File: config.mk
export PLATFORM = sky130hd
export DESIGN_NAME = pipeline_control_unit
export DESIGN_NICKNAME = d
export VERILOG_FILES = /design/src/rtl/mips_ctrl_pkg.sv /design/src/rtl/hazard_unit.sv /design/src/rtl/pipeline_control_unit.sv
export SDC_FILE = /design/constraint.sdc
export NUM_CORES = 1
export LEC_CHECK = 0
export BUFFER_PORTS_ARGS = -buffer_cell sky130_fd_sc_hd__buf_2
export CAP_MARGIN = 10
export CORE_ASPECT_RATIO = 1.25
export CORE_MARGIN = 2
export CORE_UTILIZATION = 35
export DETAILED_ROUTE_END_ITERATION = 10
export GPL_ROUTABILITY_DRIVEN = 0
export PLACE_DENSITY = 0.66
export SLEW_MARGIN = 20
export SYNTH_ARGS = -nofsm -noshare
export SYNTH_HDL_FRONTEND = slang
export SYNTH_HIERARCHICAL = 1
export SYNTH_SLANG_ARGS = --single-unit
File: constraint.sdc
create_clock -name clk -period 5.1 [get_ports clk]
set_input_delay 1.02 -clock clk [delete_from_list [all_inputs] [get_ports clk]]
set_output_delay 1.02 -clock clk [all_outputs]
set_load 0.02 [all_outputs]
File: src/rtl/mips_ctrl_pkg.sv
`default_nettype none
// ============================================================================
//  Module      : mips_ctrl_pkg
//  Description : Opcode, funct and ALU-code constants plus the control
//                bundles carried down the D->E->M->W pipeline registers.
//  Revision    : 1.0  initial release
// ============================================================================
package mips_ctrl_pkg;

    localparam logic [5:0] c_OP_RTYPE = 6'b000000;
    localparam logic [5:0] c_OP_LW    = 6'b100011;
    localparam logic [5:0] c_OP_SW    = 6'b101011;
    localparam logic [5:0] c_OP_ADDI  = 6'b001000;
    localparam logic [5:0] c_OP_BEQ   = 6'b000100;
    localparam logic [5:0] c_OP_BNE   = 6'b000101;
    localparam logic [5:0] c_OP_J     = 6'b000010;

    localparam logic [5:0] c_FN_NOP   = 6'b000000;
    localparam logic [5:0] c_FN_ADD   = 6'b100000;
    localparam logic [5:0] c_FN_SUB   = 6'b100010;
    localparam logic [5:0] c_FN_AND   = 6'b100100;
    localparam logic [5:0] c_FN_OR    = 6'b100101;
    localparam logic [5:0] c_FN_SLT   = 6'b101010;
    localparam logic [5:0] c_FN_MULT  = 6'b011000;

    localparam logic [2:0] c_ALU_AND  = 3'b000;
    localparam logic [2:0] c_ALU_OR   = 3'b001;
    localparam logic [2:0] c_ALU_ADD  = 3'b010;
    localparam logic [2:0] c_ALU_MULT = 3'b101;
    localparam logic [2:0] c_ALU_SUB  = 3'b110;
    localparam logic [2:0] c_ALU_SLT  = 3'b111;

    typedef struct packed {
        logic       regwrite;
        logic       memtoreg;
        logic       memwrite;
        logic       alusrc;
        logic       regdst;
        logic [2:0] alucontrol;
    } ctrl_e_t;

    typedef struct packed {
        logic regwrite;
        logic memtoreg;
        logic memwrite;
    } ctrl_m_t;

    typedef struct packed {
        logic regwrite;
        logic memtoreg;
    } ctrl_w_t;

endpackage
`default_nettype wire

File: src/rtl/hazard_unit.sv
`default_nettype none
// ============================================================================
//  Module      : hazard_unit
//  Description : Purely combinational stall / flush / forwarding selection.
//                Inputs : D/E source specifiers, E/M/W destinations and the
//                         stage write/load flags.
//                Outputs: stall_f/stall_d/flush_e, D comparator forwards,
//                         E ALU operand forward selects (00 rf, 01 W, 10 M).
//  Revision    : 1.0  initial release
// ============================================================================
module hazard_unit #(
    parameter int REG_ADDR_W = 5
) (
    input  logic                  i_branch_d,
    input  logic [REG_ADDR_W-1:0] i_rs_d,
    input  logic [REG_ADDR_W-1:0] i_rt_d,
    input  logic [REG_ADDR_W-1:0] i_rs_e,
    input  logic [REG_ADDR_W-1:0] i_rt_e,
    input  logic [REG_ADDR_W-1:0] i_write_reg_e,
    input  logic [REG_ADDR_W-1:0] i_write_reg_m,
    input  logic [REG_ADDR_W-1:0] i_write_reg_w,
    input  logic                  i_regwrite_e,
    input  logic                  i_memtoreg_e,
    input  logic                  i_regwrite_m,
    input  logic                  i_memtoreg_m,
    input  logic                  i_regwrite_w,
    output logic                  o_stall_f,
    output logic                  o_stall_d,
    output logic                  o_flush_e,
    output logic                  o_forward_ad,
    output logic                  o_forward_bd,
    output logic [1:0]            o_forward_ae,
    output logic [1:0]            o_forward_be
);

    // Destination matches either D source; register 0 never counts.
    function automatic logic hits_d(input logic [REG_ADDR_W-1:0] dst,
                                    input logic [REG_ADDR_W-1:0] rs,
                                    input logic [REG_ADDR_W-1:0] rt);
        return (dst != '0) && ((dst == rs) || (dst == rt));
    endfunction

    // M result has priority over W since it is the younger value.
    function automatic logic [1:0] fwd_sel(input logic [REG_ADDR_W-1:0] src,
                                           input logic [REG_ADDR_W-1:0] dst_m,
                                           input logic                  we_m,
                                           input logic [REG_ADDR_W-1:0] dst_w,
                                           input logic                  we_w);
        if ((src != '0) && (src == dst_m) && we_m) return 2'b10;
        if ((src != '0) && (src == dst_w) && we_w) return 2'b01;
        return 2'b00;
    endfunction

    logic w_lwstall;
    logic w_brstall;
    logic w_stall;

    assign w_lwstall = i_memtoreg_e && hits_d(i_write_reg_e, i_rs_d, i_rt_d);
    assign w_brstall = i_branch_d &&
                       ((i_regwrite_e && hits_d(i_write_reg_e, i_rs_d, i_rt_d)) ||
                        (i_memtoreg_m && hits_d(i_write_reg_m, i_rs_d, i_rt_d)));
    assign w_stall   = w_lwstall || w_brstall;

    assign o_stall_f = w_stall;
    assign o_stall_d = w_stall;
    assign o_flush_e = w_stall;

    assign o_forward_ad = (i_rs_d != '0) && (i_rs_d == i_write_reg_m) && i_regwrite_m;
    assign o_forward_bd = (i_rt_d != '0) && (i_rt_d == i_write_reg_m) && i_regwrite_m;

    assign o_forward_ae = fwd_sel(i_rs_e, i_write_reg_m, i_regwrite_m, i_write_reg_w, i_regwrite_w);
    assign o_forward_be = fwd_sel(i_rt_e, i_write_reg_m, i_regwrite_m, i_write_reg_w, i_regwrite_w);

endmodule
`default_nettype wire

File: src/rtl/pipeline_control_unit.sv
`default_nettype none
// ============================================================================
//  Module      : pipeline_control_unit
//  Description : D-stage decode of op/funct for the 5-stage MIPS pipeline,
//                control carried through D->E->M->W registers, plus hazard
//                handling via hazard_unit.
//                Inputs : clk, reset, op/funct, equal_d, D/E specifiers,
//                         E/M/W destination registers.
//                Outputs: pcsrc/jump/branch/illegal (D), stalls/flush,
//                         forward selects, E/M/W stage controls.
//  Revision    : 1.0  initial release
// ============================================================================
module pipeline_control_unit
    import mips_ctrl_pkg::*;
#(
    parameter int ALUCTRL_W  = 3,
    parameter int REG_ADDR_W = 5,
    parameter int EN_BNE     = 1
) (
    input  logic                  clk,
    input  logic                  reset,
    input  logic [5:0]            op,
    input  logic [5:0]            funct,
    input  logic                  equal_d,
    input  logic [REG_ADDR_W-1:0] rs_d,
    input  logic [REG_ADDR_W-1:0] rt_d,
    input  logic [REG_ADDR_W-1:0] rs_e,
    input  logic [REG_ADDR_W-1:0] rt_e,
    input  logic [REG_ADDR_W-1:0] write_reg_e,
    input  logic [REG_ADDR_W-1:0] write_reg_m,
    input  logic [REG_ADDR_W-1:0] write_reg_w,
    output logic                  pcsrc_d,
    output logic                  jump_d,
    output logic                  branch_d,
    output logic                  illegal_d,
    output logic                  stall_f,
    output logic                  stall_d,
    output logic                  flush_e,
    output logic                  forward_ad,
    output logic                  forward_bd,
    output logic [1:0]            forward_ae,
    output logic [1:0]            forward_be,
    output logic                  regdst_e,
    output logic                  alusrc_e,
    output logic                  memtoreg_e,
    output logic                  regwrite_e,
    output logic [ALUCTRL_W-1:0]  alucontrol_e,
    output logic                  regwrite_m,
    output logic                  memtoreg_m,
    output logic                  memwrite_m,
    output logic                  regwrite_w,
    output logic                  memtoreg_w
);

    ctrl_e_t w_dec;
    logic    w_branch;
    logic    w_jump;
    logic    w_illegal;
    logic    w_stall_d;
    logic    w_flush_e;

    ctrl_e_t r_ctrl_e;
    ctrl_m_t r_ctrl_m;
    ctrl_w_t r_ctrl_w;

    // Unsupported encodings fall out of the case with every enable zero,
    // so an illegal instruction travels down the pipe as a bubble.
    always_comb begin
        w_dec     = '0;
        w_branch  = 1'b0;
        w_jump    = 1'b0;
        w_illegal = 1'b0;
        case (op)
            c_OP_RTYPE: begin
                w_dec.regwrite = 1'b1;
                w_dec.regdst   = 1'b1;
                case (funct)
                    c_FN_ADD:  w_dec.alucontrol = c_ALU_ADD;
                    c_FN_SUB:  w_dec.alucontrol = c_ALU_SUB;
                    c_FN_AND:  w_dec.alucontrol = c_ALU_AND;
                    c_FN_OR:   w_dec.alucontrol = c_ALU_OR;
                    c_FN_SLT:  w_dec.alucontrol = c_ALU_SLT;
                    c_FN_MULT: w_dec.alucontrol = c_ALU_MULT;
                    c_FN_NOP:  w_dec.alucontrol = c_ALU_AND;
                    default: begin
                        w_dec     = '0;
                        w_illegal = 1'b1;
                    end
                endcase
            end
            c_OP_LW: begin
                w_dec.regwrite   = 1'b1;
                w_dec.memtoreg   = 1'b1;
                w_dec.alusrc     = 1'b1;
                w_dec.alucontrol = c_ALU_ADD;
            end
            c_OP_SW: begin
                w_dec.memwrite   = 1'b1;
                w_dec.alusrc     = 1'b1;
                w_dec.alucontrol = c_ALU_ADD;
            end
            c_OP_ADDI: begin
                w_dec.regwrite   = 1'b1;
                w_dec.alusrc     = 1'b1;
                w_dec.alucontrol = c_ALU_ADD;
            end
            c_OP_BEQ: begin
                w_branch         = 1'b1;
                w_dec.alucontrol = c_ALU_SUB;
            end
            c_OP_BNE: begin
                if (EN_BNE != 0) begin
                    w_branch         = 1'b1;
                    w_dec.alucontrol = c_ALU_SUB;
                end else begin
                    w_illegal = 1'b1;
                end
            end
            c_OP_J:  w_jump    = 1'b1;
            default: w_illegal = 1'b1;
        endcase
    end

    hazard_unit #(
        .REG_ADDR_W (REG_ADDR_W)
    ) u_hazard (
        .i_branch_d    (w_branch),
        .i_rs_d        (rs_d),
        .i_rt_d        (rt_d),
        .i_rs_e        (rs_e),
        .i_rt_e        (rt_e),
        .i_write_reg_e (write_reg_e),
        .i_write_reg_m (write_reg_m),
        .i_write_reg_w (write_reg_w),
        .i_regwrite_e  (r_ctrl_e.regwrite),
        .i_memtoreg_e  (r_ctrl_e.memtoreg),
        .i_regwrite_m  (r_ctrl_m.regwrite),
        .i_memtoreg_m  (r_ctrl_m.memtoreg),
        .i_regwrite_w  (r_ctrl_w.regwrite),
        .o_stall_f     (stall_f),
        .o_stall_d     (w_stall_d),
        .o_flush_e     (w_flush_e),
        .o_forward_ad  (forward_ad),
        .o_forward_bd  (forward_bd),
        .o_forward_ae  (forward_ae),
        .o_forward_be  (forward_be)
    );

    // A stalled branch must not redirect the PC: its operands are not ready.
    assign pcsrc_d = !w_stall_d &&
                     (w_jump || (w_branch && ((op == c_OP_BEQ) ? equal_d : !equal_d)));

    // Reset has priority over flush; E->M and M->W never stall.
    always_ff @(posedge clk) begin
        if (reset) begin
            r_ctrl_e <= '0;
            r_ctrl_m <= '0;
            r_ctrl_w <= '0;
        end else begin
            r_ctrl_e          <= w_flush_e ? '0 : w_dec;
            r_ctrl_m.regwrite <= r_ctrl_e.regwrite;
            r_ctrl_m.memtoreg <= r_ctrl_e.memtoreg;
            r_ctrl_m.memwrite <= r_ctrl_e.memwrite;
            r_ctrl_w.regwrite <= r_ctrl_m.regwrite;
            r_ctrl_w.memtoreg <= r_ctrl_m.memtoreg;
        end
    end

    assign jump_d       = w_jump;
    assign branch_d     = w_branch;
    assign illegal_d    = w_illegal;
    assign stall_d      = w_stall_d;
    assign flush_e      = w_flush_e;
    assign regdst_e     = r_ctrl_e.regdst;
    assign alusrc_e     = r_ctrl_e.alusrc;
    assign memtoreg_e   = r_ctrl_e.memtoreg;
    assign regwrite_e   = r_ctrl_e.regwrite;
    assign alucontrol_e = ALUCTRL_W'(r_ctrl_e.alucontrol);
    assign regwrite_m   = r_ctrl_m.regwrite;
    assign memtoreg_m   = r_ctrl_m.memtoreg;
    assign memwrite_m   = r_ctrl_m.memwrite;
    assign regwrite_w   = r_ctrl_w.regwrite;
    assign memtoreg_w   = r_ctrl_w.memtoreg;

endmodule
`default_nettype wire

# Word-level counts from Yosys, hierarchy flattened
# Index checks and enable logic that the tools add are counted.
dict set report totals {
  elab_cells 102
  ff_bits 13
  input_bits 50
}
dict set report classes {
  n_mux 26
  reduce_logical 42
  bitwise_logic 1
  n_eq_ne 22
}
# op count
set ops {}
lappend ops {{== test 5 bit} 10}
lappend ops {{== test 6 bit (second input constant)} 7}
lappend ops {{nonzero test 5 bit} 6}
lappend ops {{logical AND 1 bit} 20}
lappend ops {{two-way mux 2 bit} 8}
lappend ops {{case mux 3 bit (5 select lines)} 1}
lappend ops {{== test 6 x 3 -> 1 bit (second input constant)} 2}
lappend ops {{zero test 6 bit} 2}
lappend ops {{two-way mux 1 bit} 10}
lappend ops {{case mux 1 bit (2 select lines)} 5}
lappend ops {{case mux 3 bit (3 select lines)} 1}
lappend ops {{OR reduction 7 bit} 1}
lappend ops {{== test 6 x 2 -> 1 bit (second input constant)} 1}
lappend ops {{== test 6 x 4 -> 1 bit (second input constant)} 1}
lappend ops {{== test 6 x 5 -> 1 bit (second input constant)} 1}
lappend ops {{OR reduction 2 bit} 3}
lappend ops {{OR reduction 3 bit} 2}
lappend ops {{OR reduction 6 bit} 1}
lappend ops {{logical OR 1 bit} 5}
lappend ops {{two-way mux 5 bit} 1}
lappend ops {{zero test 1 bit} 2}
lappend ops {{inverter 1 bit} 1}

# Longest topological paths before layout
dict set report depth {
  word_depth 9
  mapped_depth 9
}

# Hierarchy
# The synthesis kept the hierarchy.
# mod area_each_um2 instances seq_area_each_um2 cells_each
set modules_own_cells {}
lappend modules_own_cells {pipeline_control_unit 655.6 1 260.2 74}
lappend modules_own_cells {hazard_unit 640.6 1 0.0 82}

# Worst setup path before layout
# Ideal clock, no wire load.
dict set report synth_timing {
  kind {in2out}
  from {input port op[3]}
  to {output port pcsrc_d}
  slack_ns 1.061
  n_path_buf 2
  cell_stages 7
  t_arrival_ns 3.019
  cell_sequence {buf_2 -> nor2_1 -> and3_1 -> a21oi_1 -> o31ai_1 -> buf_4 -> a211oi_1}
}
dict set report synth_between {
  elab_chain_len 7
  word_cells_on_any_way 13
  cone_classes {3 x eq/ne; 3 x mux; 7 x reduce/logical}
}
# element line
set synth_rtl {}
lappend synth_rtl {{from (decl)} pipeline_control_unit.sv:22} ;# input logic [5:0] op,
lappend synth_rtl {{== test 6 x 3 -> 1 bit} pipeline_control_unit.sv:73} ;# case (op)
lappend synth_rtl {{OR reduction 2 bit (no source line) *} --}
lappend synth_rtl {{two-way mux 1 bit *} --}
lappend synth_rtl {{via branch_d} pipeline_control_unit.sv:34} ;# output logic branch_d,
lappend synth_rtl {{logical AND 1 bit *} hazard_unit.sv:59} ;# assign w_brstall = i_branch_d &&
lappend synth_rtl {{logical OR 1 bit *} hazard_unit.sv:62} ;# assign w_stall = w_lwstall || w_brstall;
lappend synth_rtl {{via flush_e} pipeline_control_unit.sv:38} ;# output logic flush_e,
lappend synth_rtl {{zero test 1 bit *} pipeline_control_unit.sv:150} ;# assign pcsrc_d = !w_stall_d &&
lappend synth_rtl {{logical AND 1 bit *} pipeline_control_unit.sv:150}
lappend synth_rtl {{to (decl)} pipeline_control_unit.sv:32} ;# output logic pcsrc_d,
# The timed path passes the listed nets; every way through them passes the cells marked *.

# Worst setup path in the final report
dict set report layout_timing {
  from {input port rs_d[2]}
  to {output port stall_d}
}
dict set report layout_between {
  elab_chain_len 7
  word_cells_on_any_way 12
  cone_classes {2 x eq/ne; 10 x reduce/logical}
}
# element line
set layout_rtl {}
lappend layout_rtl {{from (decl)} pipeline_control_unit.sv:25} ;# input logic [REG_ADDR_W-1:0] rs_d,
lappend layout_rtl {{== test 5 bit} hazard_unit.sv:40} ;# return (dst != '0) && ((dst == rs) || (dst == rt));
lappend layout_rtl {{logical OR 1 bit} hazard_unit.sv:40}
lappend layout_rtl {{logical AND 1 bit} hazard_unit.sv:40}
lappend layout_rtl {{logical AND 1 bit, on equally long branches} {hazard_unit.sv:60, hazard_unit.sv:61}}
lappend layout_rtl {{logical OR 1 bit} hazard_unit.sv:60} ;# ((i_regwrite_e && hits_d(i_write_reg_e, i_rs_d, i_rt_d)) ||
lappend layout_rtl {{logical AND 1 bit} hazard_unit.sv:59}
lappend layout_rtl {{logical OR 1 bit *} hazard_unit.sv:62}
lappend layout_rtl {{to (decl)} pipeline_control_unit.sv:37} ;# output logic stall_d,
# Every way passes the cells marked *; elsewhere a longest branch is shown, timed or not.

==> results.cfg <==
[clocking]
ctsLongestPathBuffers = 2
cts_made_buffers = 3
cts_hold_buffers = 0
cts_root_buffer = clkbuf_8
htreeDepth = 1
post_cts_buffers = 0
cts_tree = yes
clkSinkCount = 13
ctsResizeCount = 0
insertion_delay_ns = 0.24
path_clk_slew_ns = 0.05

[global_route]
antenna_found_initial = 0
grt_util_met1_pct = 20.37
grt_remaining_overflow = 0
grt_pass1_wl_mm = 5.575
grt_max_degree = 11
met2_usage_pct = 28.84
grt.busiest_layer = met2
use_met3_pct = 1.961
grt_use_total_pct = 16.18
grt_pass1_vias = 1316

[final_layout]
regArea_um2 = 260.3
syn2layout_area_growth_pct = 30.02
drive_above_1_share_pct = 40.99
multi_input_area_um2 = 945.9
fin_nets = 273
fill_cells = 353
diodes = 0

[yosys]
synth_top_area_cell = dfxtp_1
yosysSeqAreaShare_pct = 20.08
avgSynthCellArea_um2 = 8.309
synthFlopType = dfxtp_1
synth_edf_count = 0
post_synth_num_cell_types = 42
yosys_warnings = 6
synthCells = 156
ys_top_cells_by_area = dfxtp_1 20%, xnor2_1 20%, xor2_1 7.4%, nor3_1 4.6%, buf_4 2.9%
ys_ff_latch = 13
syn_nets = 206
synth_top_area_share_pct = 20.08
ys_async_sr_fraction_pct = 0
syn_area_um2 = 1296

[place]
pre_cts_ws_ns = 1.298
dp_hpwl_mm = 2.784
io_buffers = 74

[floorplan]
dieArea_um2 = 4209
boundaryPins = 75
row_count = 24
fp.dieW_um = 58.43
coreArea_um2 = 3513
initial_core_util_pct = 36.89
die_y_um = 72.04

[hold_path]
hold_class = reg2reg

[timing]
setup_viol = 0
tightestPinTransition_ns = 0.9545
fmax_mhz = 262.5
setup_tns_ns = 0
hold_viol = 0
fin_crit_ns = 3.810
setup_slack_ns = 1.290
rsz0062_at_grt = no
min_period_over_period_pct = 74.70
drv_slew = 0
fin_skew_ns = 0.003710
maxSlewHeadroom_pct = 35.83

[detailed_routing]
routedWlPerCell_um = 12.69
via_count = 1354
drc = 0
drt_iter0_drc = 44
dr.pass1.iters = 4
post_drt_via_cell_ratio = 5.188
ant_nets = 0
wl_mm = 3.312

[pwr]
p_leak_nw = 0.7080
peakVddDrop_mv = 0.1369
powerDensity_nw_per_um2 = 166.6

[worst_setup_path]
critPathLaunchType = input port
critPathMaxFanout = 8
endpoint_kind = output pin
cp.required_ns = 4.08
setup.worst_path.class = in2out
cp_data_arrival_time_ns = 2.79

[outcome]
status = completed

[flow_run]
drv_cap = 0
-- registers in the layout, indices dropped and copies added (netlist names) --
| register | cells |
|---|---|
| alucontrol_e | 3 |
| alusrc_e | 1 |
| memtoreg_e | 1 |
| memtoreg_m | 1 |
| memtoreg_w | 1 |
| memwrite_m | 1 |
| r_ctrl_e | 1 |
| regdst_e | 1 |
| regwrite_e | 1 |
| regwrite_m | 1 |
| regwrite_w | 1 |
-- layout by cell type, fill, tap and decap left out, drive strengths merged, types with 2 or more instances in the layout --
| master | synthesis | final |
|---|---|---|
| buf | 9 | 74 |
| xnor2 | 29 | 29 |
| dfxtp | 13 | 13 |
| nor3 | 13 | 13 |
| xor2 | 11 | 11 |
| nor2 | 9 | 9 |
| nor2b | 6 | 6 |
| nand2 | 6 | 6 |
| or4 | 5 | 5 |
| nor4 | 5 | 5 |
| inv | 4 | 4 |
| nand3 | 4 | 4 |
| a21oi | 4 | 4 |
| nand4 | 4 | 4 |
| a211oi | 4 | 4 |
| clkbuf | 3 | 4 |
| nand2b | 3 | 3 |
| o21ai | 3 | 3 |
| or2 | 2 | 2 |
| o32a | 2 | 2 |
| a31oi | 2 | 2 |
| or3 | 2 | 2 |
| o311a | 2 | 2 |
-- final cells by class --
type / count / share of cell area, %
clock buffer: 4 / 2.673
inverter: 4 / 0.8909
multi-input combinational: 127 / 56.12
sequential: 13 / 15.44
tap: 39 / 2.895
timing repair buffer: 74 / 21.97
-- stage by stage --
stage	total power, mW	util (%)	hold WS, ns	std cells	instance area [um^2]
after global placement	0.1942	46.69	0.4247	257	1640
final	0.2807	47.97	0.4307	261	1685
after global routing	0.3005	47.97	0.4600	261	1685
after CTS	0.2842	47.97	0.4334	261	1685
after detailed placement	0.1943	46.69	0.4212	257	1640
after floorplan	0.1569	-	0.4138	156	1296
-- where the power goes --
part           total (mW)  internal, mW  switching, mW
Clock              0.0882        0.0549         0.0333
Sequential          0.103         0.102       0.000331
Combinational      0.0898        0.0425         0.0473
Total               0.281         0.200         0.0809
-- final timing paths --
check                         start                     to  slack, ns  cells after the start
max                         rs_d[2]                stall_d       1.29                      7
min          r_ctrl_e[5]$_SDFF_PP0_  memwrite_m$_SDFF_PP0_       0.43                      1
max reg2reg   regwrite_e$_SDFF_PP0_  regwrite_e$_SDFF_PP0_       3.46                      5
min reg2reg  r_ctrl_e[5]$_SDFF_PP0_  memwrite_m$_SDFF_PP0_       0.43                      1
-- cell families after synthesis --
kind of cell / after synthesis / share of synthesized area (%)
buffers and inverters: 16 / 6.949
muxes: 1 / 0.7722
and+or+nand+nor: 64 / 32.63
AOI/OAI and AO/OA: 22 / 12.55
xor gates and xnor gates: 40 / 27.03
DFF: 13 / 20.08
-- routing by layer --
metal / wire (um) / vias to the layer above
li1: - / 689
met1: 1432 / 609
met2: 1651 / 54
met3: 204 / 2
met4: 23 / 0
met5: 0 / -
-- synthesized netlist by cell type, drive strengths merged, types with 2 or more instances --
| library cell | n |
|---|---|
| nor2b | 6 |
| clkbuf | 3 |
| o32a | 2 |
| o311a | 2 |
| nand4 | 4 |
| or2 | 2 |
| inv | 4 |
| a31oi | 2 |
| nand2b | 3 |
| o21ai | 3 |
| dfxtp | 13 |
| xnor2 | 29 |
| or4 | 5 |
| buf | 9 |
| xor2 | 11 |
| nor3 | 13 |
| a21oi | 4 |
| nor4 | 5 |
| nand3 | 4 |
| or3 | 2 |
| nand2 | 6 |
| nor2 | 9 |
| a211oi | 4 |
-- worst max-delay path: stages --
cell and delay, ns:
buf_2 0.13, xnor2_1 0.17, nand3_1 0.09, nor3_1 0.20, a31oi_1 0.06, o31ai_1 0.82
buf_2 0.31
Power figures use the tool's default switching activity.
